--- src/rtl/ysyx_040729_ifu.sv ---
// Instruction fetch unit: owns the fetch PC, keeps one fetch request
// outstanding at a time, and buffers {pc, instruction} pairs in a small FIFO
// in front of decode. Redirects from execute re-steer fetch, flush the FIFO
// and mark any in-flight response as stale.
module ysyx_040729_ifu #(
  parameter int                    ADDR_WIDTH = 64,
  parameter int                    INST_WIDTH = 32,
  parameter logic [ADDR_WIDTH-1:0] RESET_PC   = 64'h8000_0000,
  parameter int                    DEPTH      = 2
) (
  input  logic                  clk,
  input  logic                  rst_n,
  // instruction memory request channel
  output logic                  ifu_req_valid,
  input  logic                  ifu_req_ready,
  output logic [ADDR_WIDTH-1:0] ifu_req_addr,
  // instruction memory response channel (always accepted)
  input  logic                  ifu_rsp_valid,
  input  logic [INST_WIDTH-1:0] ifu_rsp_data,
  // control-flow re-steer from execute
  input  logic                  redirect_valid,
  input  logic [ADDR_WIDTH-1:0] redirect_pc,
  // decode side
  output logic                  inst_valid,
  input  logic                  inst_ready,
  output logic [INST_WIDTH-1:0] instruction,
  output logic [ADDR_WIDTH-1:0] inst_pc
);

  localparam int                PTR_W = (DEPTH > 1) ? $clog2(DEPTH) : 1;
  localparam int                CNT_W = $clog2(DEPTH + 1);
  localparam logic [CNT_W-1:0]  FULL  = CNT_W'(DEPTH);

  typedef enum logic [1:0] {
    S_IDLE,
    S_REQ,
    S_WAIT
  } state_t;

  state_t                  state;
  logic [ADDR_WIDTH-1:0]   next_pc;
  logic [ADDR_WIDTH-1:0]   req_addr;
  logic                    discard;
  logic                    req_valid_q;

  logic [PTR_W-1:0]        rd_ptr;
  logic [PTR_W-1:0]        wr_ptr;
  logic [CNT_W-1:0]        count;
  logic [CNT_W-1:0]        count_after;
  logic [ADDR_WIDTH-1:0]   pc_mem   [DEPTH];
  logic [INST_WIDTH-1:0]   inst_mem [DEPTH];

  logic                    handshake;
  logic                    push;
  logic                    pop;

  assign handshake = (state == S_REQ) && ifu_req_ready;
  // A stale (discarded) or redirected response never enters the FIFO.
  assign push      = (state == S_WAIT) && ifu_rsp_valid && !discard && !redirect_valid;
  // A redirect voids any pop in its cycle; the whole FIFO is flushed instead.
  assign pop       = inst_valid && inst_ready && !redirect_valid;

  // FIFO occupancy after this cycle's push/pop, used to decide whether to refetch.
  always_comb begin
    // NOTE: default first so every path assigns count_after and no latch is inferred.
    count_after = count;
    if (push && !pop) begin
      count_after = count + CNT_W'(1);
    end else if (pop && !push) begin
      count_after = count - CNT_W'(1);
    end
  end

  // Fetch FSM: request sequencing, fetch PC tracking and stale-response marking.
  always_ff @(posedge clk or negedge rst_n) begin
    if (!rst_n) begin
      // NOTE: sequential state uses non-blocking assignments so every flop
      // samples pre-edge values regardless of statement order.
      state       <= S_IDLE;
      next_pc     <= RESET_PC;
      req_addr    <= '0;
      discard     <= 1'b0;
      req_valid_q <= 1'b0;
    end else begin
      case (state)
        S_IDLE: begin
          if (redirect_valid) begin
            // Only the PC moves; the flushed FIFO lets the next cycle issue it.
            next_pc <= redirect_pc;
          end else if (count < FULL) begin
            state       <= S_REQ;
            req_addr    <= next_pc;
            req_valid_q <= 1'b1;
          end
        end

        S_REQ: begin
          if (redirect_valid) begin
            // The request cannot be withdrawn, so its response is marked stale.
            next_pc <= redirect_pc;
            discard <= 1'b1;
          end else if (handshake && !discard) begin
            // A request already marked stale must not advance the redirected PC.
            next_pc <= req_addr + ADDR_WIDTH'(4);
          end
          if (handshake) begin
            state       <= S_WAIT;
            req_valid_q <= 1'b0;
          end
        end

        S_WAIT: begin
          if (ifu_rsp_valid) begin
            // The outstanding response has arrived; nothing is left to discard.
            discard <= 1'b0;
            if (redirect_valid) begin
              next_pc     <= redirect_pc;
              state       <= S_REQ;
              req_addr    <= redirect_pc;
              req_valid_q <= 1'b1;
            end else if (count_after < FULL) begin
              state       <= S_REQ;
              req_addr    <= next_pc;
              req_valid_q <= 1'b1;
            end else begin
              state <= S_IDLE;
            end
          end else if (redirect_valid) begin
            next_pc <= redirect_pc;
            discard <= 1'b1;
          end
        end

        default: begin
          state       <= S_IDLE;
          req_valid_q <= 1'b0;
        end
      endcase
    end
  end

  // FIFO pointers and occupancy; a redirect empties the queue.
  always_ff @(posedge clk or negedge rst_n) begin
    if (!rst_n) begin
      rd_ptr <= '0;
      wr_ptr <= '0;
      count  <= '0;
    end else if (redirect_valid) begin
      rd_ptr <= '0;
      wr_ptr <= '0;
      count  <= '0;
    end else begin
      if (push) wr_ptr <= wr_ptr + PTR_W'(1);
      if (pop)  rd_ptr <= rd_ptr + PTR_W'(1);
      count <= count_after;
    end
  end

  // FIFO storage write port.
  // NOTE: storage is not reset; entries are only observable once count says
  // they were written, and the outputs are forced to zero while empty.
  always_ff @(posedge clk) begin
    if (push) begin
      pc_mem[wr_ptr]   <= req_addr;
      inst_mem[wr_ptr] <= ifu_rsp_data;
    end
  end

  assign ifu_req_valid = req_valid_q;
  assign ifu_req_addr  = req_addr;
  assign inst_valid    = (count != '0);
  assign instruction   = inst_valid ? inst_mem[rd_ptr] : '0;
  assign inst_pc       = inst_valid ? pc_mem[rd_ptr]   : '0;

endmodule

--- config.mk ---
export PLATFORM = sky130hd
export DESIGN_NAME = ysyx_040729_ifu
export DESIGN_NICKNAME = d
export VERILOG_FILES = /design/src/rtl/ysyx_040729_ifu.sv
export SDC_FILE = /design/constraint.sdc
export NUM_CORES = 1
export LEC_CHECK = 0
export ABC_AREA = 1
export CELL_PAD_IN_SITES_DETAIL_PLACEMENT = 0
export CELL_PAD_IN_SITES_GLOBAL_PLACEMENT = 1
export CORE_ASPECT_RATIO = 2
export CORE_MARGIN = 2
export CORE_UTILIZATION = 40
export CTS_CLUSTER_SIZE = 20
export DETAILED_ROUTE_END_ITERATION = 6
export PLACE_DENSITY = 0.83
export SLEW_MARGIN = 25
export SYNTH_ARGS = -nofsm -noshare
export SYNTH_HDL_FRONTEND = slang
export SYNTH_SLANG_ARGS = --single-unit
--- constraint.sdc ---
create_clock -name clk -period 6.5 [get_ports clk]
set_clock_uncertainty 0.2 [all_clocks]
set_input_delay 1.625 -clock clk [delete_from_list [all_inputs] [get_ports clk]]
set_output_delay 1.625 -clock clk [all_outputs]
set_load 0.01 [all_outputs]
==> results.toml <==
[status]
status = "finished clean"

[critical_path]
critical_path.max_fanout = 43
reg2regPathDepth = 13
crit_chain = "inv_1 -> ha_1 -> inv_2 -> buf_4 -> o21ai_0 -> nor2_1 -> clkdlybuf4s50_1"
cp_data_required_time_ps = 4680
slowest_stage = "clkdlybuf4s50_1"
r2r_end = "ifu_req_addr[44]"
critPathMaxStageDelay_ps = 570
crit_buf_inv = 4
end_kind = "primary output"
crit_family = "buffers and inverters"
rr_startpoint = "count[1]"
crit_type = "register to primary output"
crit_start = "count[1]"
start_kind = "register"
worstPathArrival_ps = 3060
reg2reg_slack_ps = 3010

[sta]
fmax_ghz = 0.205
rsz0062_at_grt = "no"
finalSetupViolCount = 0
relSlewSlack_pct = 39.3
report.final.slew_viol_count = 0
hold_viol = 0
fin_crit_sh_pct = 75.1
fin_crit_ps = 4880
tightest_slew_ps = 910
fin_setup_tns_ps = 0

[detailed_routing]
drt_iter0_markers = 956
drc = 0
drt_wl_total_um = 50500
routedWlPerCell_um = 18.8
detail-route-antenna-nets = 0
dr.pass1.iters = 5
via_per_inst = 5.08
vias = 13662

[yosys]
ys_seq_elements = 328
synthDistinctLibCells = 35
ys_seq_area_share_pct = 57.0
syn_area_um2 = 16100
synth_cells = 1917
ys.warnings.count = 0
syn-num-nets = 2026
avgSynthCellArea_um2 = 8.39

[job]
drv_cap = 0

[clock_tree]
clock-root-buffer = "clkbuf_16"
hold_buffers = 0
path_clk_slew_ps = 60
htreeDepth = 1
clock_latency_ps = 580
numCtsBuffers = 29
cts_tree = "built"
post_cts_buffers = 0
cts.sinks = 328
cts.path.max_buffers = 3
cts-resized-gates = 0

[floorplan]
die_h_um = 288
ios = 264
die_area_um2 = 41900
die_w_um = 146
start_util_pct = 40.3
core.rowCount = 104
core_area_um2 = 39900

[cells_and_area]
final_nets = 2245
register_area_um2 = 9170
syn2layout_area_growth_pct = 25.0
drive_gt1_share_pct = 4.59
final_cell_area_um2 = 20100
antenna_cells = 0
fillers = 3842
stdcell_count = 2689
multi_input_area_um2 = 6020

[placed_design]
detailed_place_hpwl_um = 34400
gp_congestion = 0.909
placedCellCount = 2635
dpl-instance-area_um2 = 19200
io_buffers = 263

[pwr]
leakage_nw = 8.37
powerDensity_nw_per_um2 = 393
vdd_drop_max_v = 0.000278

[global_routing]
grt_pass1_wl_um = 77700
grt_max_degree = 97
grt_pass1_vias = 13174
antenna_found_initial = 0
overflow = 0
grt_use_total_pct = 23.7

[worst_hold_path]
holdPathEnd = "count[0]"
worstHoldPathType = "register to register"
worstHoldPathCells = 1
min_from = "count[0]"
-- cells in the mapped netlist, drive strengths merged --
cell / number / area, µm²
nor3: 6 / 30.0
nand2: 545 / 2060
dfrtp: 135 / 3380
buf: 48 / 246
mux2: 8 / 90.1
nand3: 147 / 746
xor2: 7 / 61.3
nor2: 331 / 1280
o211ai: 1 / 12.5
a21oi: 58 / 290
or2: 10 / 62.6
edfxtp: 192 / 5770
a21o: 1 / 7.51
a2bb2oi: 1 / 8.76
ha: 7 / 87.6
o21ai: 204 / 1020
a22o: 1 / 8.76
inv: 142 / 533
xnor2: 10 / 87.6
a31o: 1 / 8.76
nand3b: 1 / 7.51
dfstp: 1 / 26.3
nand4: 16 / 100
o31ai: 1 / 7.51
clkbuf: 43 / 161
-- per-stage QoR --
| stage | power (mW) | hold WS (ps) | setup slack (ps) | utilization [%] |
|---|---|---|---|---|
| 6_report | 7.91 | 268 | 1620 | 50.3 |
| 3_3_place_gp | 6.15 | 247 | 2120 | 48.0 |
| 3_5_place_dp | 6.20 | 255 | 2120 | 48.0 |
| 4_1_cts | 7.97 | 266 | 1510 | 50.3 |
| 5_1_grt | 8.41 | 299 | 1320 | 50.3 |
| 2_1_floorplan | 4.89 | 233 | 1390 | - |
-- per-layer routing --
layer  vias to the layer above  share of wire (%)  GRT usage (%)
met5                         -                  0              0
met4                         0                2.6           6.59
met3                        73                5.5           3.07
met2                       429                 49           41.2
met1                      6462                 43           31.3
li1                       6698                  -              -
-- state kept, by name, indices dropped and copies added (netlist names) --
register / flops
wr_ptr: 1
inst_mem: 64
rd_ptr: 1
ifu_req_valid: 1
state: 2
count: 2
discard: 1
ifu_req_addr: 64
pc_mem: 128
next_pc: 64
-- report_power, final --
part	switching, mW	internal [mW]	leakage, nW
logic	1.60	1.09	4.51
clock network	0.789	0.956	0.450
registers	0.724	2.75	3.41
total	3.11	4.80	8.37
-- layout by cell type (no fill, tap or decap), types with 29 or more instances in the layout --
cell / synthesis / layout
clkbuf_16: 0 / 29
inv_1: 135 / 135
nor2_1: 324 / 321
edfxtp_1: 192 / 192
clkdlybuf4s50_1: 0 / 262
o21ai_0: 204 / 204
dfrtp_1: 135 / 134
nand2_1: 540 / 539
a21oi_1: 58 / 58
nand3_1: 145 / 145
-- worst max-delay path by stage --
stage	to	slack, ps	cells after the start
after floorplan	inst_mem[1][0]	1390	4
after CTS	inst_pc[42]	1510	7
final	inst_pc[42]	1620	7
after global placement	inst_pc[42]	2120	7
after detailed placement	inst_pc[42]	2120	7
after global routing	inst_pc[42]	1320	7
-- kinds of logic after synthesis --
group	share of synthesized area (%)
compound gates	8.48
buf+inv	5.85
flops	57.0
xor+xnor	0.925
fa+ha+maj	0.544
simple gates	26.7
mux	0.560
-- final cells by class --
class / count / area share, %
well taps: 530 / 3.30
multi-input cells: 1356 / 29.9
flip-flops and latches: 328 / 45.6
clock buffers: 38 / 3.83
clock inverters: 16 / 0.815
inverters: 142 / 2.66
repair buffers: 279 / 13.9
Note: power is estimated with default switching activity, not from simulation.
